===== src/rtl/issue_ctrl.sv =====
// Issue controller beside the decode stage: RAW scoreboard, stall/flush/bubble
// steering, halt drain and a saturating hazard stall counter.
module issue_ctrl #(
   parameter int WB_LAT = 3
) (
   input  logic        clk,
   input  logic        rst,
   input  logic        id_valid,
   input  logic [2:0]  id_rs,
   input  logic        id_rs_use,
   input  logic [2:0]  id_rt,
   input  logic        id_rt_use,
   input  logic        id_wr_en,
   input  logic [2:0]  id_wr_reg,
   input  logic        id_halt,
   input  logic        ex_redirect,
   input  logic        mem_stall,
   output logic        issue,
   output logic        stall_if,
   output logic        stall_id,
   output logic        bubble_ex,
   output logic        flush_id,
   output logic        halted,
   output logic [15:0] stall_cycles
);

   localparam logic [1:0] WB_LAT_C = 2'(WB_LAT);

   typedef enum logic [1:0] {RUN, DRAIN, HALTED} state_t;

   state_t           state, state_nxt;
   logic [7:0][1:0]  cnt;
   logic             hazard;
   logic             all_clear;
   logic             hazard_stall;

   function automatic logic [15:0] sat_inc(input logic [15:0] v);
      return (v == 16'hFFFF) ? v : v + 16'd1;
   endfunction

   // Threshold >1: a write reaching WB is bypassed through the register file.
   assign hazard = id_valid & ((id_rs_use & (cnt[id_rs] > 2'd1)) |
                               (id_rt_use & (cnt[id_rt] > 2'd1)));
   assign all_clear    = (cnt == '0);
   assign hazard_stall = (state == RUN) & ~mem_stall & ~ex_redirect & hazard;

   always_ff @(posedge clk or posedge rst) begin
      if (rst)
         state <= RUN;
      else
         state <= state_nxt;
   end

   always_comb begin
      state_nxt = state;
      case (state)
         RUN:     if (issue & id_halt) state_nxt = DRAIN;
         DRAIN:   if (all_clear & ~mem_stall) state_nxt = HALTED;
         HALTED:  state_nxt = HALTED;
         default: state_nxt = RUN;
      endcase
   end

   always_comb begin
      issue     = 1'b0;
      stall_if  = 1'b0;
      stall_id  = 1'b0;
      bubble_ex = 1'b0;
      flush_id  = 1'b0;
      if (mem_stall) begin
         stall_if = 1'b1;
         stall_id = 1'b1;
      end else if (state != RUN) begin
         stall_if  = 1'b1;
         stall_id  = 1'b1;
         bubble_ex = 1'b1;
      end else if (ex_redirect) begin
         flush_id  = 1'b1;
         bubble_ex = 1'b1;
      end else if (hazard) begin
         stall_if  = 1'b1;
         stall_id  = 1'b1;
         bubble_ex = 1'b1;
      end else begin
         issue     = id_valid;
         bubble_ex = ~id_valid;
      end
   end

   assign halted = (state == HALTED);

   // Counters keep draining across redirects: older producers still complete.
   always_ff @(posedge clk or posedge rst) begin
      if (rst) begin
         cnt <= '0;
      end else if (!mem_stall) begin
         for (int r = 0; r < 8; r++) begin
            if (issue && id_wr_en && (id_wr_reg == 3'(r)))
               cnt[r] <= WB_LAT_C;
            else if (cnt[r] != 2'd0)
               cnt[r] <= cnt[r] - 2'd1;
         end
      end
   end

   always_ff @(posedge clk or posedge rst) begin
      if (rst)
         stall_cycles <= '0;
      else if (hazard_stall)
         stall_cycles <= sat_inc(stall_cycles);
   end

endmodule

===== config.mk =====
export PLATFORM = sky130hd
export DESIGN_NAME = issue_ctrl
export DESIGN_NICKNAME = d
export VERILOG_FILES = /design/src/rtl/issue_ctrl.sv
export SDC_FILE = /design/constraint.sdc
export NUM_CORES = 1
export LEC_CHECK = 0
export ABC_AREA = 1
export CAP_MARGIN = 15
export CORE_UTILIZATION = 45
export CTS_CLUSTER_SIZE = 40
export DETAILED_ROUTE_END_ITERATION = 8
export DONT_BUFFER_PORTS = 1
export GPL_ROUTABILITY_DRIVEN = 0
export HOLD_SLACK_MARGIN = 0.02
export PLACE_DENSITY = 0.72
export REMOVE_ABC_BUFFERS = 1
export SLEW_MARGIN = 20
export SYNTH_ARGS = -nofsm -noshare
export SYNTH_HDL_FRONTEND = slang
export SYNTH_SLANG_ARGS = --single-unit
export TNS_END_PERCENT = 100

===== constraint.sdc =====
create_clock -name clk -period 2.6 [get_ports clk]
set_clock_uncertainty 0.15 [all_clocks]
set_input_delay 0.52 -clock clk [delete_from_list [all_inputs] [get_ports clk]]
set_output_delay 0.52 -clock clk [all_outputs]
set_load 0.05 [all_outputs]

---- Word-level counts from Yosys, hierarchy flattened ----
Index checks and enable logic that the tools add are counted.
W data, S select, Z words.
storage, ports and cells
  logic and storage cells ................. 125
  output and inout bits ................... 22
  memory bits (writable) .................. 0
  memories ................................ 0
  bits of input ports ..................... 18
  bits in read-only memories .............. 0
  latch bits .............................. 0
  register bits ........................... 34
operators by class
  add/subtract/negate cells ............... 9
  eq/ne operators ......................... 12
  $mul .................................... 0
  divide/modulo/power cells ............... 0
  muxes and demuxes ....................... 38
  shift operators ......................... 0
  reduce and logical (&&, ||, !) cells .... 39
  magnitude comparators ................... 4
  bitwise operators ....................... 13
operators by type and width
  kind                     count
  $mux W2                  20
  $reduce_bool A2 Y1       17
  $reduce_and A2 Y1        10
  $add A16 B1 Y16 const B  1
  $eq A16 B16 Y1 const B   1
  $logic_not A16 Y1        1
  $sub A2 B1 Y2 const B    8
  $mux W1                  15
  $bmux W2 S3              2
  $eq A3 B3 Y1 const B     4
  $logic_and A1 B1 Y1      9
  $and A1 B1 Y1            8
  $lt A3 B4 Y1 const B     2
  $eq A3 B2 Y1 const B     2
  $pmux W2 S3              1
  $gt A2 B1 Y1 const B     2
  $not A1 Y1               4
  $eq A3 B1 Y1 const B     1
  $logic_not A3 Y1         1
  $eq A2 B1 Y1 const B     1
  $eq A2 B2 Y1 const B     1
  $logic_not A2 Y1         1
  $ne A2 B1 Y1 const B     1
  $ne A2 B2 Y1 const B     1
  $or A1 B1 Y1             1

---- Longest topological paths before layout ----
Gate-level depths: netlist of the first run.
  word-level depth ........................ 14
  mapped depth ............................ 12
  mapped depth without buffers ............ 12

---- Least setup slack after synthesis of the first run ----
No wires, ideal clock.
  path kind ............................... input port to output port
  start ................................... input id_rt[0]
  end ..................................... output stall_if
  required time ........................... 1.930 ns
  setup slack ............................. 0.276 ns
  arrival ................................. 1.654 ns
  cell stages on the path ................. 10
  cell sequence ........................... inv_2 > nand2_1 > nand3_1 > nand3_1 > nand3_2 > nand2_4 > nand2_2 > nor2_4 > or2_2 > buf_4
on the way
  cells in the longest elaborated chain, start to end .. 10
ends and longest elaborated chain
  what                           RTL line  text
  from (decl)                    11        input logic [2:0] id_rt,
  $bmux W2 S3                    43        (id_rt_use & (cnt[id_rt] > 2'd1)));
  $mux W2 (not written as such)  43
  $gt A2 B1 Y1                   43
  $and A1 B1 Y1                  43
  $or A1 B1 Y1                   42        assign hazard = id_valid & ((id_rs_use & (cnt[id_rs] > 2'd1)) |
  $and A1 B1 Y1                  42
  $mux W1 (4 in a row)           -
  to (decl)                      19        output logic stall_if,
Every way passes these cells. The select of a mux whose other input is x is not followed.

---- Worst setup path in the final report of the first run ----
  start ................................... register cnt[1] in the netlist's numbering
  end ..................................... output stall_id
on the way
  cells in the longest elaborated chain, start to end .. 10
ends and longest elaborated chain
  what                                     RTL line  text
  from (decl)                              32        logic [7:0][1:0] cnt;
  from (signal, indexed assignment)        101       cnt[r] <= cnt[r] - 2'd1;
  $bmux W2 S3, on equally long branches    42, 43
  $mux W2, on equally long branches        42, 43
  $gt A2 B1 Y1, on equally long branches   42, 43
  $and A1 B1 Y1, on equally long branches  42, 43
  $or A1 B1 Y1 *                           42
  $and A1 B1 Y1 *                          42
  $mux W1 *                                80        end else if (hazard) begin
  $mux W1 *                                77        end else if (ex_redirect) begin
  $mux W1 *                                73        end else if (state != RUN) begin
  $mux W1 *                                70        if (mem_stall) begin
  to (decl)                                20        output logic stall_id,
Mark *: on every way between the ends. The rest lies on a longest branch, timed or not. The select of a mux whose other input is x is not followed.

==> results.tsv, run 1 <==
stage	metric	value	unit
power_and_ir_drop	power_density	945	nW/um^2
timing	finalSetupTns	0	ns
drt	drt-vias-per-instance	5.04	
synth	synthTopCellsByArea	dfrtp_1 36%, nand2_1 19%, nand3_1 7.5%	
layout	diodes	0	
synth	synth_commonest_cells	116 x nand2_1, 38 x inv_1, 35 x nand3_1, 34 x dfrtp_1	
power_and_ir_drop	power_frac_seq	0.324	
synth	ys_ff_latch	34	
layout	fillers	499	
timing	slew_headroom	0.676	
clock_tree	cts_tree	done	
global_routing	use_met3	0.0610	
timing	period_share	0.943	
clock_tree	cts_root_buf	clkbuf_8	
critical_path	crit_required	1.93	ns
place	numPortBuffers	0	
synth	synthFlopType	dfrtp_1	
layout	nNetsFinal	378	
floorplan	die_area	5510	um^2
synth	synth-edff-count	0	
critical_path	cpPeakStageDelay	0.38	ns
critical_path	path_class	reg2out	
floorplan	std_cell_rows	25	
layout	post_route_cells_drive_above_1_share	0.155	
global_routing	grt_pass1_wl	8.60	mm
layout	final_cells	415	
critical_path	end_kind	output port	
power_and_ir_drop	p_leak	1.40	nW
synth	yosys.cell_types.count	30	
floorplan	initial_utilization	0.481	
timing	min_period	2.45	ns
synth	yosysMostFrequentCell	nand2_1	
place	place_area	2560	um^2
timing	worst_slack	0.147	ns
layout	fin_area	2670	um^2
run_status	status	finished clean	
drt	drt-wirelength-per-cell	12.2	um
timing	setup_viol	0	
power_and_ir_drop	max-vdd-ir-drop	0.000492	V
critical_path	crit_buf_inv	2	
global_routing	antenna_found_initial	0	
clock_tree	clkSinkCount	34	
global_routing	grt_overflow	0	
drt	drt_wl_total	5.06	mm
power_and_ir_drop	pwr-share-clk	0.168	
power_and_ir_drop	switchingPower	1.16	mW
place	dp_slack	0.320	ns
synth	ys_seq_area_frac	0.362	
global_routing	grt-busiest-layer	met2	
critical_path	arrival	1.78	ns
drt	route.detailed.drc	0	
critical_path	path_cells	inv_1 -> nand2_1 -> nand3_1 -> nand3b_1 -> nand3_2 -> nand2_4 -> nand2_2 -> nor2_4 -> or2_2 -> buf_12	
timing	drv_slew	0	
place	place_inst	406	
floorplan	coreArea	4880	um^2
critical_path	crit_path_start_kind	flip-flop	
synth	postSynthAreaPerCell	7.23	um^2
timing	hold_violations	0	
synth	netlist.area_leader.share	0.362	
critical_path	critical_path.slowest_cell	dfrtp_1	
place	place_hpwl	3.95	mm
drt	ant_nets	0	
floorplan	fp.dieH	74.2	um
power_and_ir_drop	p_int	1.36	mW
layout	final_util	0.547	
clock_tree	htreeDepth	2	
clock_tree	clk_pin_slew	0.07	ns
floorplan	ios	40	
layout	layout.area.seq	851	um^2
layout	multiInputGateArea	1310	um^2
power_and_ir_drop	switching_share	0.461	
drt	drt_pre_antenna_iters	4	
floorplan	chipWidth	74.2	um
timing	rsz0062_at_grt	false	
layout	syn2layout_area_growth	13.6	%
synth	synthArstFlopShare	1.00	
synth	yosysTopAreaCell	dfrtp_1	
drt	vias	2091	
synth	ys.warnings.count	0	
global_routing	grt_max_degree	35	
worst_hold_path	hold_class	in2async	
critical_path	path_max_fanout	3	
global_routing	use_met2	0.352	
global_routing	grt_usage	0.204	
global_routing	met1_usage	0.248	
synth	syn-instance-count	325	
power_and_ir_drop	pwr-share-comb	0.507	
clock_tree	cts_buffers	5	
clock_tree	clkLatencyLatePin	0.29	ns
power_and_ir_drop	finalPower	2.52	mW
run	maxCapViolCount	0	
clock_tree	hold_buffers	0	
drt	drt_iter0_drc	137	
timing	worst_pin_slew	0.487	ns
clock_tree	ctsLongestPathBuffers	2	
timing	fmax	408	MHz
timing	hold_ws	0.0585	ns
global_routing	grt_pass1_vias	1981	
synth	syn_area	2350	um^2
critical_path	cp_top_family	simple AND/OR/NAND/NOR gates	
==> power by group through the flow <==
stage	combinational, mW	sequential [mW]	clock, mW
after floorplan	0.849	0.960	0
after global placement	1.24	0.822	0
after detailed placement	1.28	0.828	0
after CTS	1.29	0.819	0.427
after global routing	1.45	0.845	0.457
final	1.28	0.818	0.424
==> cell usage in the layout (no fill, tap or decap), types with 2 or more instances in the layout <==
cell type,instances
nand2_1,116
inv_1,37
nand3_1,35
dfrtp_1,34
buf_4,20
nor2_1,13
ha_1,13
nor3_1,11
nand4_1,11
xor2_1,10
clkbuf_8,6
xnor2_1,5
nor2_2,5
nand3_2,4
o21ai_2,4
nand2_2,3
inv_2,2
nand3b_1,2
nand2_4,2
nor2_4,2
clkinv_2,2
clkinvlp_4,2
o21ai_1,2
==> worst paths after layout <==
check | startpoint | endpoint | slack, ns | cells after the start
setup / recovery | cnt[1] | stall_id | 0.15 | 10
max in group asynchronous | rst | cnt[14] | 1.93 | 2
min in group clk | cnt[7] | cnt[7] | 0.33 | 2
hold / removal | rst | stall_cycles[3] | 0.06 | 2
setup reg to reg | stall_cycles[0] | stall_cycles[3] | 0.63 | 9
hold reg to reg | cnt[7] | cnt[7] | 0.33 | 2
==> layer usage <==
layer	wire length (um)	vias up
met5	0	-
met4	23	0
met3	273	2
met2	2510	51
met1	2250	961
li1	-	1077
==> flip-flops by register name, indices dropped and copies added, names as in the netlist <==
register	count
cnt	16
stall_cycles	16
state	2
==> final cells by class <==
cell class	count	share of cell area
clock buffers	6	0.0310
flip-flops and latches	34	0.319
clock inverters	2	0.00469
inverters	42	0.0610
multi-input cells	243	0.489
repair buffers	21	0.0638
well taps	67	0.0314
==> kinds of logic after synthesis <==
logic type	share of synthesized area
AND/OR/NAND/NOR	0.403
buffers and inverters	0.0820
flip-flops	0.362
XOR/XNOR	0.0559
adder cells (fa/ha/maj)	0.0693
AO/OA/AOI/OAI	0.0272
==> repair_timing <==
action                     4_1_cts  5_1_grt
gates resized for setup          0        1
setup endpoints to repair        0        1
buffers inserted                 0        1
(Power assumes the default switching activity.)
==> run 2, diff against run 1 <==
- CORE_MARGIN: default -> 3
- DONT_BUFFER_PORTS: 1 -> default
- PLACE_DENSITY: 0.72 -> 0.81
==> results.tsv, run 2 (same netlist as run 1, synthesis figures left out) <==
stage	metric	value	unit	change
run_status	status	finished clean		
global_routing	grt_pass1_vias	2087		+5.4%
critical_path	path_max_fanout	5		+2
drt	drt_pre_antenna_iters	4		unchanged
layout	post_route_cells_drive_above_1_share	0.113		-0.0420
floorplan	std_cell_rows	25		unchanged
floorplan	fp.dieH	78.2	um	+5.4%
critical_path	path_class	in2out		
layout	layout_commonest_cell	nand2_1		
layout	reg.largest.list	cnt (16), stall_cycles (16), state (2)		
place	numPortBuffers	39		+39
place	place_inst	430		+5.9%
layout	final_cell_mix	116 x nand2_1, 38 x inv_1, 35 x nand3_1		
critical_path	crit_path_start	id_rt[0]		
critical_path	crit_path_start_kind	primary input		
timing	setup_viol	0		unchanged
floorplan	die_area	6120	um^2	+11%
critical_path	cp-endpoint	stall_id		
clock_tree	cts_root_buf	clkbuf_8		
worst_hold_path	hold_class	reg2reg		
drt	route.detailed.drc	0		unchanged
floorplan	chipWidth	78.2	um	+5.4%
clock_tree	cts_tree	done		
floorplan	initial_utilization	0.481		unchanged
drt	drt_iter0_drc	105		-23%
timing	hold_violations	0		unchanged
global_routing	antenna_found_initial	0		unchanged
global_routing	grt_max_degree	35		unchanged
critical_path	arrival	1.80	ns	+0.02 ns
timing	worst_pin_slew	0.499	ns	+0.0120 ns
layout	final_cells	438		+5.5%
critical_path	end_kind	output port		
power_and_ir_drop	max-vdd-ir-drop	0.000644	V	+31%
global_routing	grt_usage	0.184		-0.0192
run	maxCapViolCount	0		unchanged
place	place_hpwl	3.86	mm	-2.4%
clock_tree	cts_buffers	5		unchanged
drt	vias	2139		+2.3%
power_and_ir_drop	p_leak	1.51	nW	+7.9%
power_and_ir_drop	power_density	936	nW/um^2	-0.96%
clock_tree	clkSinkCount	34		unchanged
clock_tree	clk_pin_slew	0.07	ns	about the same
timing	finalSetupTns	0	ns	unchanged
layout	nNetsFinal	401		+6.1%
drt	drt-wirelength-per-cell	11.5	um	-6.0%
critical_path	crit_required	1.93	ns	about the same
critical_path	timing.rr.start	stall_cycles[0]		
clock_tree	ctsLongestPathBuffers	2		unchanged
power_and_ir_drop	finalPower	2.79	mW	+11%
global_routing	grt_pass1_wl	9.12	mm	+6.0%
critical_path	rrSetupSlack	0.57	ns	-0.06 ns
timing	fmax	405	MHz	-0.77%
timing	hold_ws	0.320	ns	+0.262 ns
layout	syn2layout_area_growth	26.9	%	
critical_path	r2r_cells	10		+1
global_routing	grt_overflow	0		unchanged
clock_tree	clkLatencyLatePin	0.29	ns	about the same
timing	slew_headroom	0.666		-0.00983
timing	rsz0062_at_grt	false		
critical_path	r2r_end	stall_cycles[9]		
layout	diodes	0		unchanged
clock_tree	hold_buffers	0		unchanged
drt	ant_nets	0		unchanged
drt	drt-vias-per-instance	4.88		-3.1%
floorplan	coreArea	4880	um^2	unchanged
timing	min_period	2.47	ns	+0.0190 ns
timing	drv_slew	0		unchanged
floorplan	ios	40		unchanged
clock_tree	htreeDepth	2		unchanged
drt	drt_wl_total	5.02	mm	-0.83%
timing	period_share	0.951		+0.00733
run 2: cell count changes in the layout (fill, tap and decap cells not counted), sizes merged:
| cell | change |
|---|---|
| clkinvlp | -2 |
| buf | -11 |
| inv | +1 |
| bufinv | +2 |
| clkdlybuf4s50 | +30 |
| clkinv | -1 |
| dlygate4sd2 | +4 |
run 2: how the worst min path moves through the flow:
stage / startpoint / endpoint / slack (ns) / cells after the start
2_1_floorplan: cnt[11] / cnt[11] / 0.29 / 2
3_3_place_gp: cnt[15] / cnt[15] / 0.31 / 2
3_5_place_dp: cnt[1] / cnt[1] / 0.31 / 2
4_1_cts: cnt[1] / cnt[1] / 0.33 / 2
5_1_grt: cnt[11] / cnt[11] / 0.36 / 2
6_report: cnt[1] / cnt[1] / 0.32 / 2
run 2: through the flow:
stage,util,setup slack [ns],area [um^2]
floorplan,-,0.213,2310
global placement,0.582,-0.147,2840
detailed placement,0.582,-0.180,2840
CTS,0.611,0.124,2980
global route,0.611,0.0218,2980
finish,0.611,0.128,2980
run 2: where the power goes:
group	internal [mW]	switching, mW
sequential	0.711	0.140
combinational	0.503	0.823
clock	0.409	0.203
run 2: repair_timing:
| item | 4_1_cts | 5_1_grt |
|---|---|---|
| gates resized for setup | 5 | 0 |
| setup endpoints to repair | 2 | 0 |
| setup buffers | 0 | 0 |
run 2: cell type report:
class | instances | area [um^2]
tap | 67 | 83.8
clock buffer | 6 | 82.6
fill | 464 | 1900
inverter | 42 | 159
sequential | 34 | 851
clock inverter | 2 | 60.1
timing repair buffer | 44 | 435
multi-input combinational | 243 | 1310
run 2: layer usage:
metal  GRT usage  part of all wire  up-vias
li1            -                 -     1121
met1       0.230              0.46      966
met2       0.306              0.48       44
met3      0.0505             0.045        8
met4      0.0664             0.017        0
met5           0                 0        -
run 2: worst max-delay path: stages:
cell and delay (ns):
dlygate4sd2_1 0.28, inv_2 0.09, nand2_1 0.06, nand3_1 0.07
nand3_1 0.09, nand3_2 0.09, nand2_4 0.07, nand2_2 0.08
nor2_4 0.03, or2_4 0.25, buf_12 0.15
==> run 3, diff against run 2 <==
- ABC_AREA: 1 -> default
- CTS_BUF_LIST: default -> sky130_fd_sc_hd__clkbuf_8
- CTS_CLUSTER_DIAMETER: default -> 30
- PLACE_DENSITY: 0.81 -> 0.83
==> results.tsv, run 3 <==
stage	metric	value	unit	change
timing	hold_ws	0.359	ns	+0.0392 ns
place	numPortBuffers	39		unchanged
floorplan	coreArea	4410	um^2	-9.5%
drt	drt_iter0_drc	129		+23%
timing	min_period	2.86	ns	+0.384 ns
clock_tree	cts_root_buf	clkbuf_8		
layout	syn2layout_area_growth	31.8	%	
synth	ys_seq_area_frac	0.408		+0.0461
place	place_area	2610	um^2	-8.2%
timing	worst_slack	-0.256	ns	-0.384 ns
clock_tree	cts_tree	done		
layout	fin_area	2750	um^2	-7.8%
timing	fmax	350	MHz	-13%
critical_path	rrSetupSlack	0.12	ns	-0.45 ns
drt	vias	1745		-18%
floorplan	ios	40		unchanged
timing	rsz0062_at_grt	true		
place	place_hpwl	3.61	mm	-6.3%
layout	final_cell_mix	34 x dfrtp_1, 30 x clkdlybuf4s50_1, 26 x nand2_1		
synth	yosys.cell_types.count	30		unchanged
synth	syn-instance-count	217		-33%
critical_path	path_class	in2out		
clock_tree	ctsLongestPathBuffers	2		unchanged
power_and_ir_drop	finalPower	2.49	mW	-11%
layout	diodes	0		unchanged
drt	route.detailed.drc	0		unchanged
floorplan	std_cell_rows	24		-4.0%
floorplan	initial_utilization	0.472		-0.00934
run_status	status	complete, but fails checks		
layout	final_cells	325		-26%
power_and_ir_drop	max-vdd-ir-drop	0.000558	V	-13%
clock_tree	cts_buffers	5		unchanged
timing	slew_headroom	0.657		-0.00950
drt	ant_nets	0		unchanged
clock_tree	htreeDepth	2		unchanged
critical_path	arrival	2.19	ns	+0.39 ns
place	dp_slack	-0.784	ns	-0.604 ns
timing	drv_slew	0		unchanged
global_routing	grt_pass1_vias	1829		-12%
critical_path	crit_path_start_kind	primary input		
drt	drt_pre_antenna_iters	4		unchanged
timing	worst_pin_slew	0.514	ns	+0.0142 ns
critical_path	path_cells	buf_2 -> mux2_2 -> mux4_2 -> buf_6 -> a221oi_4 -> a21oi_2 -> buf_6		
critical_path	crit_buf_inv	3		unchanged
critical_path	cp_top_family	multiplexers		
global_routing	grt_usage	0.198		+0.0137
floorplan	die_area	5480	um^2	-10%
synth	yosysMostFrequentCell	dfrtp_1		
synth	netlist.area_leader.share	0.408		+0.0461
place	place_inst	314		-27%
synth	synthTopCellsByArea	dfrtp_1 41%, xnor2_1 9.7%, ha_1 7.8%		
critical_path	crit_required	1.93	ns	about the same
clock_tree	clkSinkCount	34		unchanged
drt	drt_wl_total	4.79	mm	-4.6%
clock_tree	clk_pin_slew	0.06	ns	about the same
power_and_ir_drop	power_density	905	nW/um^2	-3.3%
floorplan	fp.dieH	74.0	um	-5.4%
global_routing	grt_max_degree	35		unchanged
synth	yosysTopAreaCell	dfrtp_1		
drt	drt-vias-per-instance	5.37		+9.9%
layout	layout_commonest_cell	dfrtp_1		
drt	drt-wirelength-per-cell	14.7	um	+29%
critical_path	end_kind	output port		
synth	syn_area	2080	um^2	-11%
critical_path	crit_top_cell	buf_6		
synth	synthFlopType	dfrtp_1		
clock_tree	hold_buffers	0		unchanged
floorplan	chipWidth	74.0	um	-5.4%
synth	synthArstFlopShare	1.00		unchanged
run_status	violations	negative setup slack		
global_routing	antenna_found_initial	0		unchanged
critical_path	critical_path.slowest_cell	mux4_2		
synth	ys_ff_latch	34		unchanged
synth	synth-edff-count	0		unchanged
timing	hold_violations	0		unchanged
run	maxCapViolCount	0		unchanged
timing	finalSetupTns	-0.886	ns	-0.886 ns
layout	post_route_cells_drive_above_1_share	0.168		+0.0553
synth	synth_commonest_cells	34 x dfrtp_1, 26 x nand2_1, 23 x xnor2_1, 20 x inv_1, 16 x nor2_1		
global_routing	grt_overflow	0		unchanged
critical_path	cpPeakStageDelay	0.50	ns	+0.22 ns
critical_path	path_max_fanout	4		-1
global_routing	grt_pass1_wl	8.39	mm	-8.0%
layout	reg.largest.list	cnt (16), stall_cycles (16), state (2)		
worst_hold_path	hold_class	reg2reg		
power_and_ir_drop	p_leak	1.23	nW	-19%
timing	setup_viol	4		+4
timing	period_share	1.10		+0.148
synth	postSynthAreaPerCell	9.60	um^2	+33%
layout	nNetsFinal	303		-24%
clock_tree	clkLatencyLatePin	0.29	ns	about the same
layout	final_util	0.622		+0.0117
synth	ys.warnings.count	0		unchanged
==> run 3: timing repair <==
item,CTS,global route
resized for setup,18,3
pin swaps,4,4
hold endpoints to repair,0,0
endpoints found under the setup margin,37,4
setup buffers,1,2
==> run 3: final timing paths <==
kind | start | to | depth (start not counted)
worst min register to register | stall_cycles[7] | stall_cycles[7] | 1
worst max register to register | cnt[3] | state[1] | 6
worst min-delay path | stall_cycles[7] | stall_cycles[7] | 1
worst max-delay path | id_rt[2] | bubble_ex | 7
max in group asynchronous | rst | cnt[4] | 3
min in group asynchronous | rst | cnt[13] | 3
==> run 3: layout make-up <==
class / count / area (um^2)
inverter: 20 / 75.1
clock buffer: 6 / 82.6
clock inverter: 2 / 8.76
sequential: 34 / 851
multi-input combinational: 156 / 1130
timing repair buffer: 55 / 532
tap: 52 / 65.1
fill: 372 / 1670
==> run 3: metal layers <==
layer | up-vias | track usage | part of all wire | wire length (um)
met5 | - | 0 | 0 | 0
met3 | 8 | 0.0568 | 0.068 | 326
met1 | 825 | 0.261 | 0.45 | 2130
met4 | 0 | 0.0644 | 0.013 | 63
met2 | 57 | 0.315 | 0.47 | 2270
li1 | 855 | - | - | -
==> run 3: where the power goes <==
part | switching, mW | leakage, nW | internal, mW
combinational | 0.660 | 0.745 | 0.596
sequential | 0.131 | 0.430 | 0.697
clock | 0.192 | 0.0524 | 0.210
==> run 3: cell families after synthesis <==
group	count (synthesis)	share of synthesized area
buffers and inverters	27	0.0559
and+or+nand+nor	89	0.211
xor gates and xnor gates	23	0.0967
muxes	13	0.0811
adders and majority gates	13	0.0781
AOI/OAI and AO/OA	18	0.0691
DFF	34	0.408
